### config.mk
export PLATFORM = sky130hd
export DESIGN_NAME = sw_event_gen_flat
export DESIGN_NICKNAME = d
export VERILOG_FILES = /design/src/rtl/sw_evt_pkg.sv /design/src/rtl/sw_event_gen_if.sv /design/src/rtl/sw_event_chan.sv /design/src/rtl/sw_event_gen.sv /design/src/flat_wrapper.sv
export SDC_FILE = /design/constraint.sdc
export NUM_CORES = 1
export LEC_CHECK = 0
export CORE_AREA = 5 5 121 123
export CTS_CLUSTER_DIAMETER = 40
export DETAILED_ROUTE_END_ITERATION = 10
export DIE_AREA = 0 0 126 128
export GPL_TIMING_DRIVEN = 1
export PLACE_DENSITY = 0.58
export SYNTH_ARGS = -nofsm -noshare
export SYNTH_HDL_FRONTEND = slang
export SYNTH_SLANG_ARGS = --single-unit
### constraint.sdc
create_clock -name clk -period 6.45 [get_ports clk]
set_input_delay 1.29 -clock clk [delete_from_list [all_inputs] [get_ports clk]]
set_output_delay 1.29 -clock clk [all_outputs]
set_load 0.02 [all_outputs]
### src/rtl/sw_evt_pkg.sv
`default_nettype none
// ============================================================================
// Package : sw_evt_pkg
// Purpose : Shared definitions for the switch event generator: event kind
//           codes, per-channel FSM state encoding, pend-bit positions and a
//           counter-width helper.
// Revision: 1.0  initial release
// ============================================================================
package sw_evt_pkg;

    // Event kind codes driven on evt_kind
    localparam logic [1:0] KIND_PRESS   = 2'd0;
    localparam logic [1:0] KIND_REPEAT  = 2'd1;
    localparam logic [1:0] KIND_RELEASE = 2'd2;

    // Bit positions inside a channel's 3-bit pend/clear vectors
    localparam int PEND_PRESS = 0;
    localparam int PEND_REP   = 1;
    localparam int PEND_REL   = 2;

    // Per-channel FSM states
    typedef enum logic [1:0] {
        ST_IDLE = 2'd0,
        ST_HOLD = 2'd1,
        ST_RPT  = 2'd2
    } chan_state_t;

    // Countdown width: enough bits to hold the larger reload value
    function automatic int cnt_width(input int a, input int b);
        return $clog2((a > b) ? a : b);
    endfunction

endpackage
`default_nettype wire

### src/rtl/sw_event_gen_if.sv
`default_nettype none
// ============================================================================
// Interface : sw_event_gen_if
// Purpose   : Valid/ready event port between the switch event generator
//             (master) and its consumer (slave).
// Signals   : evt_valid  event present on evt_chan/evt_kind
//             evt_ready  consumer accepts when evt_valid & evt_ready
//             evt_chan   channel index of the event
//             evt_kind   00 PRESS, 01 REPEAT, 10 RELEASE
// Revision  : 1.0  initial release
// ============================================================================
interface sw_event_gen_if;
    logic       evt_valid;
    logic       evt_ready;
    logic [1:0] evt_chan;
    logic [1:0] evt_kind;

    modport master (output evt_valid, output evt_chan, output evt_kind, input  evt_ready);
    modport slave  (input  evt_valid, input  evt_chan, input  evt_kind, output evt_ready);
endinterface
`default_nettype wire

### src/rtl/sw_event_chan.sv
`default_nettype none
// ============================================================================
// Module  : sw_event_chan
// Purpose : One switch channel: rising-edge detection against a registered
//           history, IDLE/HOLD/RPT FSM with hold/repeat countdown, and sticky
//           pend_press/pend_rep/pend_rel flags cleared by the arbiter.
// Ports   : clk, reset   clock, synchronous active-high reset
//           sw_i         debounced switch level
//           clr_i[2:0]   clear request for pend bits (press/rep/rel)
//           pend_o[2:0]  pending events (press/rep/rel)
// Revision: 1.0  initial release
// ============================================================================
module sw_event_chan
    import sw_evt_pkg::*;
#(
    parameter int HOLD_CYCLES   = 12_500_000,
    parameter int REPEAT_CYCLES = 2_500_000
) (
    input  wire logic       clk,
    input  wire logic       reset,
    input  wire logic       sw_i,
    input  wire logic [2:0] clr_i,
    output logic      [2:0] pend_o
);

    localparam int CNT_W = cnt_width(HOLD_CYCLES, REPEAT_CYCLES);
    localparam logic [CNT_W-1:0] HOLD_LOAD = CNT_W'(HOLD_CYCLES - 1);
    localparam logic [CNT_W-1:0] RPT_LOAD  = CNT_W'(REPEAT_CYCLES - 1);

    chan_state_t      state_q;
    logic [CNT_W-1:0] cnt_q;
    logic             sw_q;
    logic [2:0]       pend_q;

    // Later assignments to individual pend bits override the default clear,
    // so a set and a clear landing on the same edge resolve to set.
    always_ff @(posedge clk) begin
        if (reset) begin
            state_q <= ST_IDLE;
            cnt_q   <= '0;
            sw_q    <= 1'b0;
            pend_q  <= 3'b000;
        end else begin
            sw_q   <= sw_i;
            pend_q <= pend_q & ~clr_i;
            case (state_q)
                ST_IDLE: begin
                    if (sw_i && !sw_q) begin
                        pend_q[PEND_PRESS] <= 1'b1;
                        cnt_q              <= HOLD_LOAD;
                        state_q            <= ST_HOLD;
                    end
                end
                ST_HOLD, ST_RPT: begin
                    // Release wins over a countdown expiry in the same cycle
                    if (!sw_i) begin
                        pend_q[PEND_REL] <= 1'b1;
                        pend_q[PEND_REP] <= 1'b0;
                        state_q          <= ST_IDLE;
                    end else if (cnt_q == '0) begin
                        // Already-pending repeat simply stays set (coalesced)
                        pend_q[PEND_REP] <= 1'b1;
                        cnt_q            <= RPT_LOAD;
                        state_q          <= ST_RPT;
                    end else begin
                        cnt_q <= cnt_q - 1'b1;
                    end
                end
                default: state_q <= ST_IDLE;
            endcase
        end
    end

    assign pend_o = pend_q;

endmodule
`default_nettype wire

### src/rtl/sw_event_gen.sv
`default_nettype none
// ============================================================================
// Module  : sw_event_gen
// Purpose : Turns debounced switch levels into PRESS/REPEAT/RELEASE events,
//           one at a time on a valid/ready port. Fixed-priority arbiter
//           (lowest channel, then PRESS > REPEAT > RELEASE) feeding a
//           single-entry output register.
// Ports   : clk, reset      clock, synchronous active-high reset
//           sw_db_i[N_SW]   debounced switch levels (synchronous to clk)
//           evt             event port (master side of sw_event_gen_if)
// Revision: 1.0  initial release
// ============================================================================
module sw_event_gen
    import sw_evt_pkg::*;
#(
    parameter int N_SW          = 3,
    parameter int HOLD_CYCLES   = 12_500_000,
    parameter int REPEAT_CYCLES = 2_500_000
) (
    input  wire logic            clk,
    input  wire logic            reset,
    input  wire logic [N_SW-1:0] sw_db_i,
    sw_event_gen_if.master       evt
);

    if (N_SW < 1 || N_SW > 4) begin : g_nsw_check
        $error("sw_event_gen: N_SW must be 1..4");
    end
    if (HOLD_CYCLES < 2 || REPEAT_CYCLES < 2) begin : g_cycles_check
        $error("sw_event_gen: HOLD_CYCLES and REPEAT_CYCLES must be >= 2");
    end

    logic [N_SW-1:0][2:0] pend;
    logic [N_SW-1:0][2:0] clr;

    for (genvar g = 0; g < N_SW; g++) begin : g_chan
        sw_event_chan #(
            .HOLD_CYCLES   (HOLD_CYCLES),
            .REPEAT_CYCLES (REPEAT_CYCLES)
        ) u_chan (
            .clk    (clk),
            .reset  (reset),
            .sw_i   (sw_db_i[g]),
            .clr_i  (clr[g]),
            .pend_o (pend[g])
        );
    end

    logic       valid_q, valid_d;
    logic [1:0] chan_q,  chan_d;
    logic [1:0] kind_q,  kind_d;
    logic       load_en;
    logic       found;
    logic [1:0] sel_chan;
    logic [1:0] sel_kind;

    // Register may take a new event when empty or draining this cycle
    assign load_en = !valid_q || evt.evt_ready;

    always_comb begin
        found    = 1'b0;
        sel_chan = 2'd0;
        sel_kind = KIND_PRESS;
        clr      = '0;
        for (int c = 0; c < N_SW; c++) begin
            if (!found && (pend[c] != 3'b000)) begin
                found    = 1'b1;
                sel_chan = 2'(c);
                if (pend[c][PEND_PRESS]) begin
                    sel_kind = KIND_PRESS;
                    clr[c][PEND_PRESS] = load_en;
                end else if (pend[c][PEND_REP]) begin
                    sel_kind = KIND_REPEAT;
                    clr[c][PEND_REP] = load_en;
                end else begin
                    sel_kind = KIND_RELEASE;
                    clr[c][PEND_REL] = load_en;
                end
            end
        end
    end

    always_comb begin
        valid_d = valid_q;
        chan_d  = chan_q;
        kind_d  = kind_q;
        if (load_en) begin
            valid_d = found;
            if (found) begin
                chan_d = sel_chan;
                kind_d = sel_kind;
            end
        end
    end

    always_ff @(posedge clk) begin
        if (reset) begin
            valid_q <= 1'b0;
            chan_q  <= 2'd0;
            kind_q  <= 2'd0;
        end else begin
            valid_q <= valid_d;
            chan_q  <= chan_d;
            kind_q  <= kind_d;
        end
    end

    assign evt.evt_valid = valid_q;
    assign evt.evt_chan  = chan_q;
    assign evt.evt_kind  = kind_q;

endmodule
`default_nettype wire
### src/flat_wrapper.sv
// flat-port wrapper written by rule: the top's interface ports become plain ports
module sw_event_gen_flat import sw_evt_pkg::*;
#(
    parameter int N_SW          = 3,
    parameter int HOLD_CYCLES   = 12_500_000,
    parameter int REPEAT_CYCLES = 2_500_000
)
  (clk, reset, sw_db_i, evt_evt_valid, evt_evt_chan, evt_evt_kind, evt_evt_ready);
  sw_event_gen_if evt_i ();
  input  wire logic clk;
  input  wire logic reset;
  input  wire logic [N_SW-1:0] sw_db_i;
  output wire logic [$bits(evt_i.evt_valid)-1:0] evt_evt_valid;
  output wire logic [$bits(evt_i.evt_chan)-1:0] evt_evt_chan;
  output wire logic [$bits(evt_i.evt_kind)-1:0] evt_evt_kind;
  input wire logic [$bits(evt_i.evt_ready)-1:0] evt_evt_ready;
  assign evt_evt_valid = evt_i.evt_valid;
  assign evt_evt_chan = evt_i.evt_chan;
  assign evt_evt_kind = evt_i.evt_kind;
  assign evt_i.evt_ready = evt_evt_ready;
  sw_event_gen #(.N_SW(N_SW), .HOLD_CYCLES(HOLD_CYCLES), .REPEAT_CYCLES(REPEAT_CYCLES)) u_core (.clk(clk), .reset(reset), .sw_db_i(sw_db_i), .evt(evt_i));
endmodule
# == Word level (Yosys, flattened, before mapping) ==
# Index checks and enable logic that the tools add are counted.
# W data, S select, Z words.
# totals
out_inout_bits,5
ff_bits,95
word_cells,144
# op_classes
muxes,71
add_sub_neg,3
n_reduce_logical,34
eq_ne,15
n_bitwise,6
# op_table
operator,count
$mux W24,9
$pmux W24 S2,3
$logic_not A24 Y1,3
$sub A24 B1 Y24 const B,3
$mux W2,25
$mux W1,28
$ne A2 B2 Y1 const B,6
$pmux W2 S2,3
$and A3 B3 Y3,3
$mux W3,3
$ne A3 B3 Y1 const B,3
$not A3 Y3,3
$reduce_and A3 Y1,3
$reduce_bool A3 Y1,3
$reduce_and A2 Y1,4
$eq A2 B1 Y1 const B,3
$eq A2 B2 Y1 const B,3
$logic_not A1 Y1,6
$logic_not A2 Y1,3
$reduce_bool A2 Y1,3
$reduce_or A2 Y1,3
$logic_and A1 B1 Y1,5
$logic_or A1 B1 Y1,1

# == Logic depth before layout (Yosys ltp) ==
# logic_depth
ltp_word,13
mapped_depth,9

# == Cells and area by module ==
# From an unflattened synthesis, not the netlist that was laid out.
# unflattened
hier_cells,672
area_unflattened_um2,5415.2
# modules_own_cells
module,cells_each,area_per_inst_um2,n_inst
sw_event_chan (u_core.g_chan[0].u_chan ...),214,1700.4,2
sw_event_chan (u_core.g_chan[2].u_chan),201,1677.9,1
sw_event_gen,43,336.6,1

# == Least setup slack after synthesis ==
# No wires, ideal clock.
# synth_path
path_type,input -> register
start,in sw_db_i[0]
end,reg u_core.g_chan[0].u_chan.cnt_q[13]
slack_ns,3.741
t_required_ns,6.328
stages,6
n_path_buf,2
arrival_ns,2.588
cell_sequence,clkbuf_1 nand3_1 a21oi_1 clkbuf_1 nand3_1 o311a_1
# synth_between
elab_chain_cells,3
# synth_rtl
item,line,rtl
"start, declared",flat_wrapper.sv:12,input wire logic [N_SW-1:0] sw_db_i;
$logic_and A1 B1 Y1,sw_event_chan.sv:48,if (sw_i && !sw_q) begin
$ne A2 B2 Y1 (no source line),-,
$reduce_and A3 Y1 (no source line) *,-,
"end signal, assigned",sw_event_chan.sv:66,cnt_q <= cnt_q - 1'b1;
"end, declared",sw_event_chan.sv:31,logic [CNT_W-1:0] cnt_q;
# Every way passes the cells marked *; elsewhere a longest branch is shown, timed or not.
# A chain may end at the register's enable or synchronous reset.

# == Worst setup path after layout ==
# layout_path
start,in sw_db_i[2]
end,reg u_core.g_chan[2].u_chan.cnt_q[20]
# layout_between
elab_chain_cells,3
# layout_rtl
item,line
$logic_and A1 B1 Y1,sw_event_chan.sv:48
$ne A2 B2 Y1 (no source line),-
$reduce_and A3 Y1 (no source line) *,-
"end signal, assigned",sw_event_chan.sv:66
"end, declared",sw_event_chan.sv:31
# Marked as above.

==> flow_summary.yaml <==
place:
  dpl_cell_area_mm2: 0.00546
  gp_congestion: 0.817
  port_buffers: 10
  dp_hpwl_um: 8860
setup_path:
  cp_max_fo: 13
  path_buf_inv: 1
  cp_cell_sequence: "clkdlybuf4s50_1 > o21ai_0 > a21oi_1 > a21oi_1 > a311oi_1"
  worstPathRequired_ns: 6.72
  reg2reg_to: "u_core.g_chan[1].u_chan.state_q[0]$_SDFFE_PP0P_"
  cpMaxStageDelayCell: "a21oi_1"
  regToRegSetupSlack_ns: 3.54
  cp-end-kind: "flip-flop"
  r2r-start: "u_core.g_chan[1].u_chan.cnt_q[2]$_SDFFE_PP0P_"
  path_common_cell: "a21oi_1"
  worst-endpoint-arrival_ns: 3.38
  critPathKind: "input port to flip-flop"
  ff2ff_path_depth: 5
  critPathMaxStageDelay_ns: 0.90
  crit_family: "compound AO/OA/AOI/OAI gates"
  worstSetupStartpointType: "input port"
cells_and_area:
  area_growth_pct: 10.6
  final_area_mm2: 0.00579
  fin_nets: 660
  drive_gt1_share_pct: 8.39
  antenna_cells: 0
global_routing:
  grt_use_met1_pct: 22.1
  use_met2_pct: 27.1
  grt_use_met3_pct: 2.54
  grt_pass1_vias: 4555
  top_usage_layer: "met2"
  grt_max_degree: 81
  antenna_found_initial: 0
  grt_pass1_wl_um: 22400
  overflow: 0
  grtUsageTotal_pct: 16.7
synth:
  ys_seq_elements: 95
  synth.avg_cell_area_um2: 8.13
  synthCells: 644
  ys_warn_count: 0
  synth-edff-count: 0
  synth_top_area_share_pct: 36.3
  synth_fp_nets: 665
  async_flop_share_pct: 0
  synth.largest_area_cell: "dfxtp_1"
  synth_ff_type: "dfxtp_1"
  yosysSeqAreaShare_pct: 36.3
  yosys-top-cells-area: "dfxtp_1 36%, a21oi_1 5.8%, nor3_1 4.4%"
  synth.most_common_cell: "dfxtp_1"
  synthTopCellsByCount: "95 x dfxtp_1, 61 x a21oi_1, 49 x nor2_1"
  synthesis.area_mm2: 0.00523
  yosysUniqueCellTypes: 67
timing:
  hold_violations: 0
  slew_headroom_pct: 23.0
  drv_slew: 0
  setup_tns_ns: 0
  tightest_slew_ns: 1.16
  fmax_mhz: 321
  period_share_pct: 48.3
  period_needed_ns: 3.12
  setup_viol: 0
  rsz0062_at_grt: "false"
  clock_skew_ns: 0.0121
floorplanning:
  die_x_um: 126
  rows: 43
  die_area_mm2: 0.0161
  initial_core_util_pct: 38.6
  die_h_um: 128
  io_pins: 11
  design.core.area_mm2: 0.0136
pwr:
  leakage_nw: 2.01
  peakVddDrop_v: 0.000124
  p_per_area_mw_per_mm2: 398
clock_network:
  clk_pin_slew_ns: 0.08
  cts_sinks: 95
  cts_tree: "done"
  cts-hold-fix-buffers: 0
  htree_levels: 3
  cts_buffers: 9
  cts.path.max_buffers: 2
  insertion_delay_ns: 0.35
  root_buffer: "clkbuf_16"
  post_cts.repair.setup_buffers: 0
  ctsResizeCount: 0
detailed_routing:
  drt_pass1_iterations: 5
  drt_iter0_markers: 431
  drc: 0
  wire_per_inst_um: 16.2
  vias: 4883
  ant_nets: 0
  drt-total-wl_um: 13300
  viasPerCell: 5.93
worst_hold_path:
  hp-class: "flip-flop to flip-flop"
  worstHoldStart: "u_core.g_chan[2].u_chan.cnt_q[13]$_SDFFE_PP0P_"
  worstHoldEndpoint: "u_core.g_chan[2].u_chan.cnt_q[13]$_SDFFE_PP0P_"
  whs_path_depth: 2
outcome:
  status: "finished, final reports clean"
flow_run:
  cap_violations: 0
## layer usage
| metal | up-vias | part of all wire, % |
|---|---|---|
| li1 | 2425 | - |
| met1 | 2348 | 48 |
| met2 | 95 | 47 |
| met3 | 15 | 3.0 |
| met4 | 0 | 2.2 |
| met5 | - | 0 |
## flip-flops by register name (all words and copies together), names as in the netlist
name,flops
u_core.evt.evt_valid,1
u_core.g_chan.u_chan.pend_o,9
u_core.g_chan.u_chan.sw_q,3
u_core.evt.evt_kind,2
u_core.g_chan.u_chan.state_q,6
u_core.evt.evt_chan,2
u_core.g_chan.u_chan.cnt_q,72
## layout make-up
cell class	count	area, um2
repair buffers	14	125
well taps	180	225
flip-flops and latches	95	1900
multi-input cells	496	3130
fillers	1371	7770
clock buffers	9	225
inverters	23	86.3
clock inverters	7	95.1
## metrics by stage
| step | instances | worst slack (ns) | total power [mW] | utilization, % | hold slack, ns |
|---|---|---|---|---|---|
| finish | 824 | 3.33 | 2.30 | 42.7 | 0.485 |
| global route | 824 | 3.19 | 2.45 | 42.7 | 0.498 |
| CTS | 824 | 3.02 | 2.31 | 42.6 | 0.483 |
| detailed placement | 808 | 2.69 | 1.72 | 40.3 | 0.474 |
| global placement | 808 | 2.80 | 1.70 | 40.3 | 0.460 |
| floorplan | 644 | 3.74 | 1.51 | - | 0.439 |
## logic make-up (layout without fill, tap and decap cells)
| kind of cell | after synthesis | count (layout) | synth area share, % |
|---|---|---|---|
| simple gates | 263 | 263 | 27.6 |
| mux | 3 | 3 | 0.574 |
| xor+xnor | 13 | 13 | 2.18 |
| buf+inv | 53 | 53 | 3.97 |
| flops | 95 | 95 | 36.3 |
| fa+ha+maj | 15 | 15 | 3.59 |
| compound gates | 202 | 202 | 25.7 |
## cell usage in the layout (no fill, tap or decap), types with 10 or more instances in the layout
cell       n
nor3_1    46
nand2_1   41
o21ai_0   34
xnor2_1   10
dfxtp_1   95
a21oi_2   10
o21a_1    11
ha_1      15
nor4_1    15
or3_1     14
inv_1     23
a31oi_1   17
a21oi_1   60
nand4_1   12
nor2_1    49
a211oi_1  11
nand3_1   26
## power by group
part	switching, mW	internal (mW)	total [mW]
Clock	0.244	0.341	0.585
Sequential	0.124	0.699	0.823
Combinational	0.562	0.330	0.892
Total	0.931	1.37	2.30
## how the worst max path moves through the flow
stage	endpoint	cells after the start	slack [ns]	start
detailed placement	u_core.g_chan[0].u_chan.cnt_q[14]$_SDFFE_PP0P_	5	2.69	sw_db_i[0]
global placement	u_core.g_chan[0].u_chan.cnt_q[21]$_SDFFE_PP0P_	5	2.80	sw_db_i[0]
finish	u_core.g_chan[2].u_chan.cnt_q[20]$_SDFFE_PP0P_	5	3.33	sw_db_i[2]
floorplan	u_core.g_chan[0].u_chan.cnt_q[13]$_SDFFE_PP0P_	6	3.74	sw_db_i[0]
global route	u_core.g_chan[0].u_chan.cnt_q[14]$_SDFFE_PP0P_	5	3.19	sw_db_i[0]
CTS	u_core.g_chan[0].u_chan.cnt_q[14]$_SDFFE_PP0P_	5	3.02	sw_db_i[0]
## worst register-to-register path, stage by stage (launching register included)
cell       delay (ns)
dfxtp_1          0.37
nor4_4           0.58
nand4_4          0.29
nor4_2           1.05
a2bb2oi_1        0.35
mux2i_1          0.21
Power figures use the tool's default switching activity.
